--- src/rtl/alu_shift_seq_pkg.sv ---
// Shared definitions for the iterative shifter: mode encoding, FSM state
// type and default datapath widths.
package alu_shift_pkg;

    localparam int DATA_W = 16;
    localparam int AMT_W  = 4;

    localparam logic [1:0] SHIFT_SLL  = 2'b00;
    localparam logic [1:0] SHIFT_SRA  = 2'b01;
    localparam logic [1:0] SHIFT_ROR  = 2'b10;
    localparam logic [1:0] SHIFT_RSVD = 2'b11;

    typedef enum logic [1:0] {
        IDLE  = 2'b00,
        SHIFT = 2'b01,
        DONE  = 2'b10
    } state_t;

endpackage

--- src/rtl/alu_shift_seq_shift_step.sv ---
// One-position shift step. SLL reports whether this step changes the sign
// bit (the top two bits differ before shifting). Reserved mode passes
// the value through unchanged.
module shift_step
    import alu_shift_pkg::*;
#(
    parameter int WIDTH = DATA_W
) (
    input  logic [WIDTH-1:0] value,
    input  logic [1:0]       mode,
    output logic [WIDTH-1:0] next_value,
    output logic             ovfl_bit
);

    // Single-position SLL / SRA / ROR with pass-through default
    always_comb begin
        next_value = value;
        ovfl_bit   = 1'b0;
        case (mode)
            SHIFT_SLL: begin
                next_value = {value[WIDTH-2:0], 1'b0};
                ovfl_bit   = value[WIDTH-1] ^ value[WIDTH-2];
            end
            SHIFT_SRA: next_value = {value[WIDTH-1], value[WIDTH-1:1]};
            SHIFT_ROR: next_value = {value[0], value[WIDTH-1:1]};
            default:   next_value = value;
        endcase
    end

endmodule

--- src/rtl/alu_shift_seq.sv ---
// Iterative SLL/SRA/ROR shifter with valid/ready on both sides.
// Optional build macro ALU_SHIFT_SEQ_DUAL_STEP_EN chains two shift steps
// so two positions are consumed per edge while at least two remain.
// Results and flags are identical either way; only latency changes.
//
// state | meaning
// IDLE  | ready to accept a request
// SHIFT | shifting the work register, counter tracks positions left
// DONE  | result and flags valid, waiting for out_ready
module alu_shift_seq
    import alu_shift_pkg::*;
#(
    parameter int WIDTH   = DATA_W,
    parameter int SHAMT_W = AMT_W
) (
    input  logic               clk,
    input  logic               rst_n,
    input  logic               in_valid,
    output logic               in_ready,
    input  logic [WIDTH-1:0]   a,
    input  logic [SHAMT_W-1:0] b,
    input  logic [1:0]         mode,
    output logic               out_valid,
    input  logic               out_ready,
    output logic [WIDTH-1:0]   result,
    output logic               zero,
    output logic               sign,
    output logic               ovfl
);

    state_t             state, state_nxt;
    logic [WIDTH-1:0]   work;
    logic [SHAMT_W-1:0] cnt;
    logic [SHAMT_W-1:0] cnt_dec;
    logic [1:0]         mode_q;
    logic               ovfl_acc;
    logic               accept;
    logic               last_step;
    logic [WIDTH-1:0]   step1;
    logic [WIDTH-1:0]   step_out;
    logic               ovfl1;
    logic               step_ovfl;

    assign accept = in_valid && (state == IDLE);

    shift_step #(.WIDTH(WIDTH)) u_step0 (
        .value      (work),
        .mode       (mode_q),
        .next_value (step1),
        .ovfl_bit   (ovfl1)
    );

`ifdef ALU_SHIFT_SEQ_DUAL_STEP_EN
    logic [WIDTH-1:0] step2;
    logic             ovfl2;
    logic             two;

    shift_step #(.WIDTH(WIDTH)) u_step1 (
        .value      (step1),
        .mode       (mode_q),
        .next_value (step2),
        .ovfl_bit   (ovfl2)
    );

    // Second step's overflow is only meaningful when it is actually taken
    assign two       = (cnt >= SHAMT_W'(2));
    assign step_out  = two ? step2 : step1;
    assign step_ovfl = ovfl1 | (two & ovfl2);
    assign cnt_dec   = two ? SHAMT_W'(2) : SHAMT_W'(1);
    assign last_step = (cnt <= SHAMT_W'(2));
`else
    assign step_out  = step1;
    assign step_ovfl = ovfl1;
    assign cnt_dec   = SHAMT_W'(1);
    assign last_step = (cnt == SHAMT_W'(1));
`endif

    // State register
    always_ff @(posedge clk or negedge rst_n) begin
        if (!rst_n) state <= IDLE;
        else        state <= state_nxt;
    end

    // Next-state logic
    always_comb begin
        state_nxt = state;
        case (state)
            IDLE: begin
                if (accept) begin
                    if ((b == '0) || (mode == SHIFT_RSVD)) state_nxt = DONE;
                    else                                   state_nxt = SHIFT;
                end
            end
            SHIFT:   if (last_step) state_nxt = DONE;
            DONE:    if (out_ready) state_nxt = IDLE;
            default: state_nxt = IDLE;
        endcase
    end

    // Work register, position counter, captured mode and sticky overflow
    always_ff @(posedge clk or negedge rst_n) begin
        if (!rst_n) begin
            work     <= '0;
            cnt      <= '0;
            mode_q   <= SHIFT_SLL;
            ovfl_acc <= 1'b0;
        end else if (accept) begin
            work     <= a;
            cnt      <= b;
            mode_q   <= mode;
            ovfl_acc <= 1'b0;
        end else if (state == SHIFT) begin
            work     <= step_out;
            cnt      <= cnt - cnt_dec;
            ovfl_acc <= ovfl_acc | step_ovfl;
        end
    end

    // Outputs are forced to zero outside DONE so reset/idle flags read 0
    always_comb begin
        in_ready  = (state == IDLE);
        out_valid = (state == DONE);
        result    = out_valid ? work : '0;
        zero      = out_valid && (work == '0);
        sign      = out_valid && work[WIDTH-1];
        ovfl      = out_valid && ovfl_acc && (mode_q == SHIFT_SLL);
    end

endmodule

--- config.mk ---
export PLATFORM = sky130hd
export DESIGN_NAME = alu_shift_seq
export DESIGN_NICKNAME = d
export VERILOG_FILES = /design/src/rtl/alu_shift_seq_pkg.sv /design/src/rtl/alu_shift_seq_shift_step.sv /design/src/rtl/alu_shift_seq.sv
export SDC_FILE = /design/constraint.sdc
export NUM_CORES = 1
export LEC_CHECK = 0
export ABC_AREA = 1
export BUFFER_PORTS_ARGS = -buffer_cell sky130_fd_sc_hd__buf_2
export CORE_MARGIN = 3
export CORE_UTILIZATION = 53
export CTS_CLUSTER_DIAMETER = 100
export DETAILED_ROUTE_END_ITERATION = 6
export MAX_ROUTING_LAYER = met4
export PLACE_DENSITY = 0.81
export SETUP_SLACK_MARGIN = 0.5
export SLEW_MARGIN = 20
export SYNTH_ARGS = -nofsm -noshare
export SYNTH_HDL_FRONTEND = slang
export SYNTH_HIERARCHICAL = 1
export SYNTH_SLANG_ARGS = --single-unit
--- constraint.sdc ---
create_clock -name clk -period 1.4 [get_ports clk]
set_input_delay 0.21 -clock clk [delete_from_list [all_inputs] [get_ports clk]]
set_output_delay 0.21 -clock clk [all_outputs]
set_load 0.02 [all_outputs]
==> out/qor.txt, run 1 <==
==================================================================================================
Syn. warnings                                                                                    6
Final-stage net count                                                                          387
Final TNS setup                                                                           -4.27 ns
Total global routing overflow                                                                    0
Critical path's top delay family                                                      simple AND/OR/NAND/NOR gates
Result of the run                                                                     complete, but fails checks
Final hold slack                                                                         0.0691 ns
Max-slew headroom                                                                            74.8%
Startpoint-to-endpoint class of the critical path                                     flip-flop to output port
Wire length of the first global-routing pass                                             10,100 um
Internal power                                                                             3.44 mW
Cells traversed along the worst timing path                                           inv_1, nand2_1, nor3_2, nand2_1, nor2_4, buf_6
Die Y-Extent                                                                               64.9 um
Starting utilization of the core area                                                        57.8%
Final setup violation count                                                                     39
Library cell with the largest summed area after synthesis                             sky130_fd_sc_hd__dfrtp_1
Slew at the pin with the worst max-slew slack                                             0.378 ns
Maximum number of pins on one net before global-route repair                                    26
Part of the Yosys area used for sequential elements                                          34.1%
Io pins                                                                                         47
Number of inserted diodes                                                                        0
Arrival time at the worst endpoint                                                         1.60 ns
R2R setup slack                                                                           -0.13 ns
Number of distinct library cell variants in the gate-level netlist after synthesis              24
Proportion of total power due to net switching                                               54.3%
Net switching power                                                                        4.09 mW
Antenna violations before repair                                                                 0
Worst R2R Path Depth                                                                             8
# clock sinks                                                                                   25
Power after layout                                                                         7.53 mW
Average wire per cell in the routed design                                                 20.9 um
Area of the die                                                                           4210 um2
IO Port Bufs                                                                                    46
Maximum clock frequency                                                                    552 MHz
Top cells by area, synth                                                              sky130_fd_sc_hd__dfrtp_1 34%, sky130_fd_sc_hd__nand2_1 18%, sky130_fd_sc_hd__nand3_1 11%
Final routed DRC violation total                                                                32
Leakage                                                                                    1.45 nW
Logic gate share of total power                                                              76.0%
Fin. max-slew vios                                                                               0
Residual antenna-violating net count after detailed routing                                      0
Clock tree from TritonCTS                                                                      yes
Delay of the slowest critical-path stage                                                   0.44 ns
Post-synth ARST share                                                                         100%
Critical-path maximum fanout                                                                     2
Final period util                                                                             129%
Slowest library cell on the worst path                                                sky130_fd_sc_hd__dfrtp_1
Worst hold path cell count                                                                       3
Post-synth EDFFs                                                                                 0
Post-synthesis net count                                                                       306
Kind of end point of the critical path                                                 output port
Power density cells                                                                    2550 nW/um2
Clock transition time at the flip-flop clock pins of the worst setup and hold paths        0.15 ns
RSZ-0062 raised after global routing                                                           yes
Top FF cell, synth                                                                    sky130_fd_sc_hd__dfrtp_1
Gpl congestion                                                                               0.835
Total buffers and inverters traversed by the critical path                                       2
Simple-gate area share of the yosys netlist                                                  41.1%
Number of stages on the worst setup path                                                         6
Shortest clock period the worst path allows after layout                                   1.81 ns
Mux contribution to synthesized area                                                            0%
Std-Cell Core Area                                                                        3180 um2
Nature of the critical path startpoint                                                   flip-flop
Least setup slack across all paths after layout                                          -0.413 ns
Via total after detailed routing                                                             2,610
Clock Power Share                                                                             4.7%
Iteration-0 DRC count of the detailed router                                                   466
Placement Rows                                                                                  20
Maximum capacitance violations                                                                   0
Post-synthesis adder-cell area fraction                                                      1.36%
Horiz. Die Dim                                                                             64.9 um
Area grow syn2layout                                                                         61.1%
Number of global-route vias before repair                                                    2,222
Filler-free cell count of the finished design                                                  402
Number of CTS-inserted buffers                                                                   3
Cell count after synthesis                                                                     278
Synthesized area per cell                                                                 6.60 um2
FF+latch count, synth                                                                           25
Final core utilization                                                                       93.1%
Combinational family with the most area after synthesis                               simple AND/OR/NAND/NOR gates
CTS HTree Levels                                                                                 1
Detailed Place HPWL                                                                        3370 um
Routed Wire Length                                                                         8400 um
Compound-Gate Fraction of Synth Area                                                         10.9%
Total routing resource utilization after global routing                                      31.9%
Clock Latency Late Sink                                                                    0.34 ns
Critical path's most frequent cell                                                    sky130_fd_sc_hd__nand2_1
Cell chosen for the clock root                                                        sky130_fd_sc_hd__clkbuf_4
Min-delay worst type                                                                  input port to flip-flop
Required time worst endpoint                                                               1.19 ns
Share of the synthesized area in the top cell type                                           34.1%
Router iterations before antenna repair                                                          7
Xor and xnor fraction of the mapped netlist area                                            0.954%
Clock Skew                                                                              0.00361 ns
Per-cell via count in the routed design                                                       6.49
Final-report hold violation count                                                                0
Number of cells in the design after placement                                                  370
Register share of total power                                                                19.3%
Share of layout cells above drive strength 1                                                 48.3%
Max clock buf depth                                                                              2
Worst vdd rail ir drop                                                                     1.67 mV
Violated checks                                                                       design-rule violations, negative setup slack
Post-synth design cell area                                                               1840 um2
==================================================================================================
==> flip-flops by register name, summed over array words and instances (netlist names) <==
register  count
ovfl_acc      1
state         2
cnt           4
mode_q        2
work         16
==> synthesized netlist by cell type (3+ instances only) <==
cell type                  number
sky130_fd_sc_hd__a21oi_2        7
sky130_fd_sc_hd__o21ai_2        7
sky130_fd_sc_hd__nand3_1       40
sky130_fd_sc_hd__nor2_1        37
sky130_fd_sc_hd__o21ai_0        3
sky130_fd_sc_hd__buf_4          6
sky130_fd_sc_hd__inv_1         28
sky130_fd_sc_hd__o21ai_1        3
sky130_fd_sc_hd__buf_2          4
sky130_fd_sc_hd__nand2_1       89
sky130_fd_sc_hd__a21oi_1        5
sky130_fd_sc_hd__nand4_1        3
sky130_fd_sc_hd__inv_2          3
sky130_fd_sc_hd__dfrtp_1       25
sky130_fd_sc_hd__o211ai_1       3
==> cells by family after synthesis <==
group / after synthesis
simple gates: 177
xor+xnor: 2
compound gates: 28
fa+ha+maj: 2
buf+inv: 44
flops: 25
==> worst min-delay path, delay by kind of cell <==
kind          cells  cell delay [ns]
buf+inv           1             0.08
simple gates      2             0.09
==> layout by cell type, fill, tap and decap left out, drive strengths merged <==
cell,Yosys,layout
inv,32,33
ha,2,2
o211ai,3,3
nand2,93,94
dlygate4sd3,0,1
nor3,2,2
clkbuf,0,4
buf,12,82
clkinv,0,3
nand3,40,40
nor2,38,38
o21ai,13,13
dfrtp,25,25
nand4,3,3
xnor2,2,2
nor4,1,1
a21oi,12,12
==> metal layers <==
layer	share of wire (%)	vias to the layer above	global-route usage, %	routed length (um)
met5	0	-	-	0
met3	12	100	4.68	1020
met2	46	294	52.9	3830
li1	-	1052	-	-
met1	34	1164	37.2	2820
met4	8.7	0	16.9	731
==> layout make-up <==
cell class / count / area, um2
clock buffer: 3 / 22.5
clock inverter: 1 / 5.00
fill: 113 / 220
inverter: 32 / 154
multi-input combinational: 210 / 1320
sequential: 25 / 631
tap: 44 / 55.1
timing repair buffer: 84 / 722
timing repair inverter: 3 / 48.8
==> through the flow <==
stage / area (um2) / setup WS (ns)
after global placement: 2300 / 0.0832
after CTS: 2720 / -0.183
final: 2960 / -0.413
after global routing: 2960 / -0.448
after floorplan: 2020 / 0.193
after detailed placement: 2300 / 0.0487
==> path summary, 6_finish.rpt <==
kind | to | from
setup / recovery | zero | work[1]
hold / removal | work[12] | a[12]
setup reg to reg | work[1] | state[0]
hold reg to reg | cnt[1] | cnt[1]
max in group asynchronous | state[1] | rst_n
min in group asynchronous | cnt[0] | rst_n
==> power groups by stage <==
stage | sequential (mW) | clock [mW] | combinational (mW)
2_1_floorplan | 1.52 | 0 | 2.73
3_5_place_dp | 1.53 | 0 | 3.50
4_1_cts | 1.38 | 0.340 | 4.61
3_3_place_gp | 1.52 | 0 | 3.42
5_1_grt | 1.48 | 0.391 | 6.00
6_report | 1.45 | 0.353 | 5.72
==> repair_timing <==
action,CTS,global route
endpoints found under the setup margin,46,50
setup buffers,19,3
cloned,4,1
hold endpoints to repair,25,0
hold buffers,1,0
pin swaps,8,7
resized for setup,48,58
(Power assumes the default switching activity.)
==> inputs of run 2 (changes only) <==
--- a/config.mk
+++ b/config.mk
@@ -13,6 +13,7 @@
 export DETAILED_ROUTE_END_ITERATION = 6
 export MAX_ROUTING_LAYER = met4
 export PLACE_DENSITY = 0.81
+export REMOVE_ABC_BUFFERS = 1
 export SETUP_SLACK_MARGIN = 0.5
 export SLEW_MARGIN = 20
 export SYNTH_ARGS = -nofsm -noshare
==> out/qor.txt, run 2 (synthesis gave the netlist of run 1 again) <==
==================================================================================================
Fin. max-slew vios                                                                               0   unchanged
Clock Skew                                                                               0.0192 ns   +0.0156 ns
Clock tree from TritonCTS                                                                      yes
Max-slew headroom                                                                            61.0%   -14 points
Average wire per cell in the routed design                                                 26.2 um   +25%
Met2 Routed Length                                                                         4570 um   +19%
Power density cells                                                                    2770 nW/um2   +8.9%
Shortest clock period the worst path allows after layout                                   2.08 ns   +0.265 ns
Iteration-0 DRC count of the detailed router                                                   609   +31%
Total global routing overflow                                                                    0   unchanged
Wire length of the first global-routing pass                                             10,900 um   +7.5%
Router iterations before antenna repair                                                          7   unchanged
IO Port Bufs                                                                                    46   unchanged
Result of the run                                                                     complete, but fails checks
Arrival time at the worst endpoint                                                         1.87 ns   +0.27 ns
Maximum capacitance violations                                                                   0   unchanged
Gpl congestion                                                                               0.898   +7.6%
Antenna violations before repair                                                                 0   unchanged
Startpoint-to-endpoint class of the critical path                                     flip-flop to output port
Std-Cell Core Area                                                                        3180 um2   unchanged
Via total after detailed routing                                                             2,825   +8.2%
Highest-count cells in the layout ignoring fill and taps                              71 x sky130_fd_sc_hd__nand2_1, 31 x sky130_fd_sc_hd__nand3_1, 28 x sky130_fd_sc_hd__buf_4, 25 x sky130_fd_sc_hd__buf_6, 25 x sky130_fd_sc_hd__buf_2
Area of the die                                                                           4210 um2   unchanged
Final setup violation count                                                                     46   +18%
Largest registers                                                                     work (16), cnt (4)
Uppermost layer routed                                                                        met4
Die Y-Extent                                                                               64.9 um   unchanged
Max clock buf depth                                                                              2   unchanged
# clock sinks                                                                                   25   unchanged
Residual antenna-violating net count after detailed routing                                      0   unchanged
Slew at the pin with the worst max-slew slack                                             0.586 ns   +0.207 ns
Final-stage net count                                                                          392   +1.3%
Clock transition time at the flip-flop clock pins of the worst setup and hold paths        0.17 ns   +0.02 ns
Most flops, register                                                                          work
Total routing resource utilization after global routing                                      34.7%   +2.9 points
CTS HTree Levels                                                                                 1   unchanged
Per-cell via count in the routed design                                                       6.94   +6.9%
Critical-path maximum fanout                                                                     2   unchanged
Maximum number of pins on one net before global-route repair                                    26   unchanged
Final core utilization                                                                       96.5%   +3.4 points
Most common library cell in the layout ignoring fill and taps                         sky130_fd_sc_hd__nand2_1
Number of flip-flops in the largest register                                                    16   unchanged
R2R setup slack                                                                           -0.40 ns   -0.27 ns
Horiz. Die Dim                                                                             64.9 um   unchanged
Final TNS setup                                                                          -12.31 ns   -8.03 ns
Worst vdd rail ir drop                                                                     2.03 mV   +21%
Share of layout cells above drive strength 1                                                 50.1%   +1.8 points
Routed length on met3                                                                      1610 um   +57%
Number of CTS-inserted buffers                                                                   3   unchanged
DRT met1 WL                                                                                3290 um   +17%
Clock Latency Late Sink                                                                    0.36 ns   +0.02 ns
Number of global-route vias before repair                                                    2,262   +1.8%
Area grow syn2layout                                                                         67.1%
Number of inserted diodes                                                                        0   unchanged
Violated checks                                                                       design-rule violations, negative setup slack
Kind of end point of the critical path                                                 output port
Starting utilization of the core area                                                        57.8%   unchanged
Least setup slack across all paths after layout                                          -0.678 ns   -0.265 ns
Detailed Place HPWL                                                                        3250 um   -3.5%
Leakage                                                                                    1.51 nW   +4.4%
Final-report hold violation count                                                                0   unchanged
Required time worst endpoint                                                               1.19 ns   about the same
Final routed DRC violation total                                                                25   -22%
RSZ-0062 raised after global routing                                                           yes
Final period util                                                                             148%   +19 points
Min-delay worst type                                                                  input port to flip-flop
Routed Wire Length                                                                       10,600 um   +27%
Maximum clock frequency                                                                    481 MHz   -13%
Nature of the critical path startpoint                                                   flip-flop
Io pins                                                                                         47   unchanged
Cell chosen for the clock root                                                        sky130_fd_sc_hd__clkbuf_4
Placement Rows                                                                                  20   unchanged
==================================================================================================
-- run 2: worst paths after layout --
check	startpoint	to	depth (start not counted)
max	work[7]	zero	6
min	a[11]	work[11]	3
max reg2reg	state[0]	cnt[2]	8
min reg2reg	ovfl_acc	ovfl_acc	2
max in group asynchronous	rst_n	work[0]	2
min in group asynchronous	rst_n	ovfl_acc	2
-- run 2: layout make-up --
cell class	instances	area, um2
well taps	44	55.1
repair buffers	93	940
flip-flops and latches	25	629
multi-input cells	209	1270
clock buffers	3	22.5
inverters	32	145
clock inverters	1	8.76
fillers	61	111
-- run 2: metal layers --
layer  vias up  track usage, %
met2       380            58.1
met1      1244            40.1
li1       1054               -
met3       147            5.89
met5         -               -
met4         0            17.2
-- run 2: through the flow --
stage | power (mW) | cells | instance area, um2 | hold slack (ns) | worst slack, ns
after floorplan | 3.66 | 266 | 1750 | -0.0856 | -0.152
after global placement | 4.77 | 370 | 2200 | 0.241 | 0.134
after detailed placement | 4.84 | 370 | 2200 | 0.243 | 0.110
after CTS | 6.52 | 397 | 2730 | 0.0504 | -0.163
after global routing | 8.73 | 407 | 3070 | 0.0986 | -0.589
final | 8.50 | 407 | 3070 | 0.103 | -0.678
-- run 2: report_power, final --
part	total, mW	internal, mW	leakage, nW	switching (mW)
sequential	1.54	1.09	0.303	0.458
combinational	6.55	2.71	1.19	3.84
clock	0.413	0.117	0.0183	0.296
total	8.50	3.91	1.51	4.59
-- run 2: critical path, cell delays in order, from the launching register on --
cell                      delay (ns)
sky130_fd_sc_hd__dfrtp_1        0.44
sky130_fd_sc_hd__inv_1          0.19
sky130_fd_sc_hd__nand4_1        0.29
sky130_fd_sc_hd__nor2_1         0.24
sky130_fd_sc_hd__nand2_1        0.11
sky130_fd_sc_hd__nor2_1         0.10
sky130_fd_sc_hd__buf_4          0.15
-- run 2: repair_timing --
item | 4_1_cts | 5_1_grt
resized for setup | 83 | 61
pin swaps | 14 | 17
hold buffers | 1 | 0
setup buffers | 18 | 6
setup endpoints to repair | 46 | 46
cloned | 4 | 4
hold endpoints to repair | 25 | 0
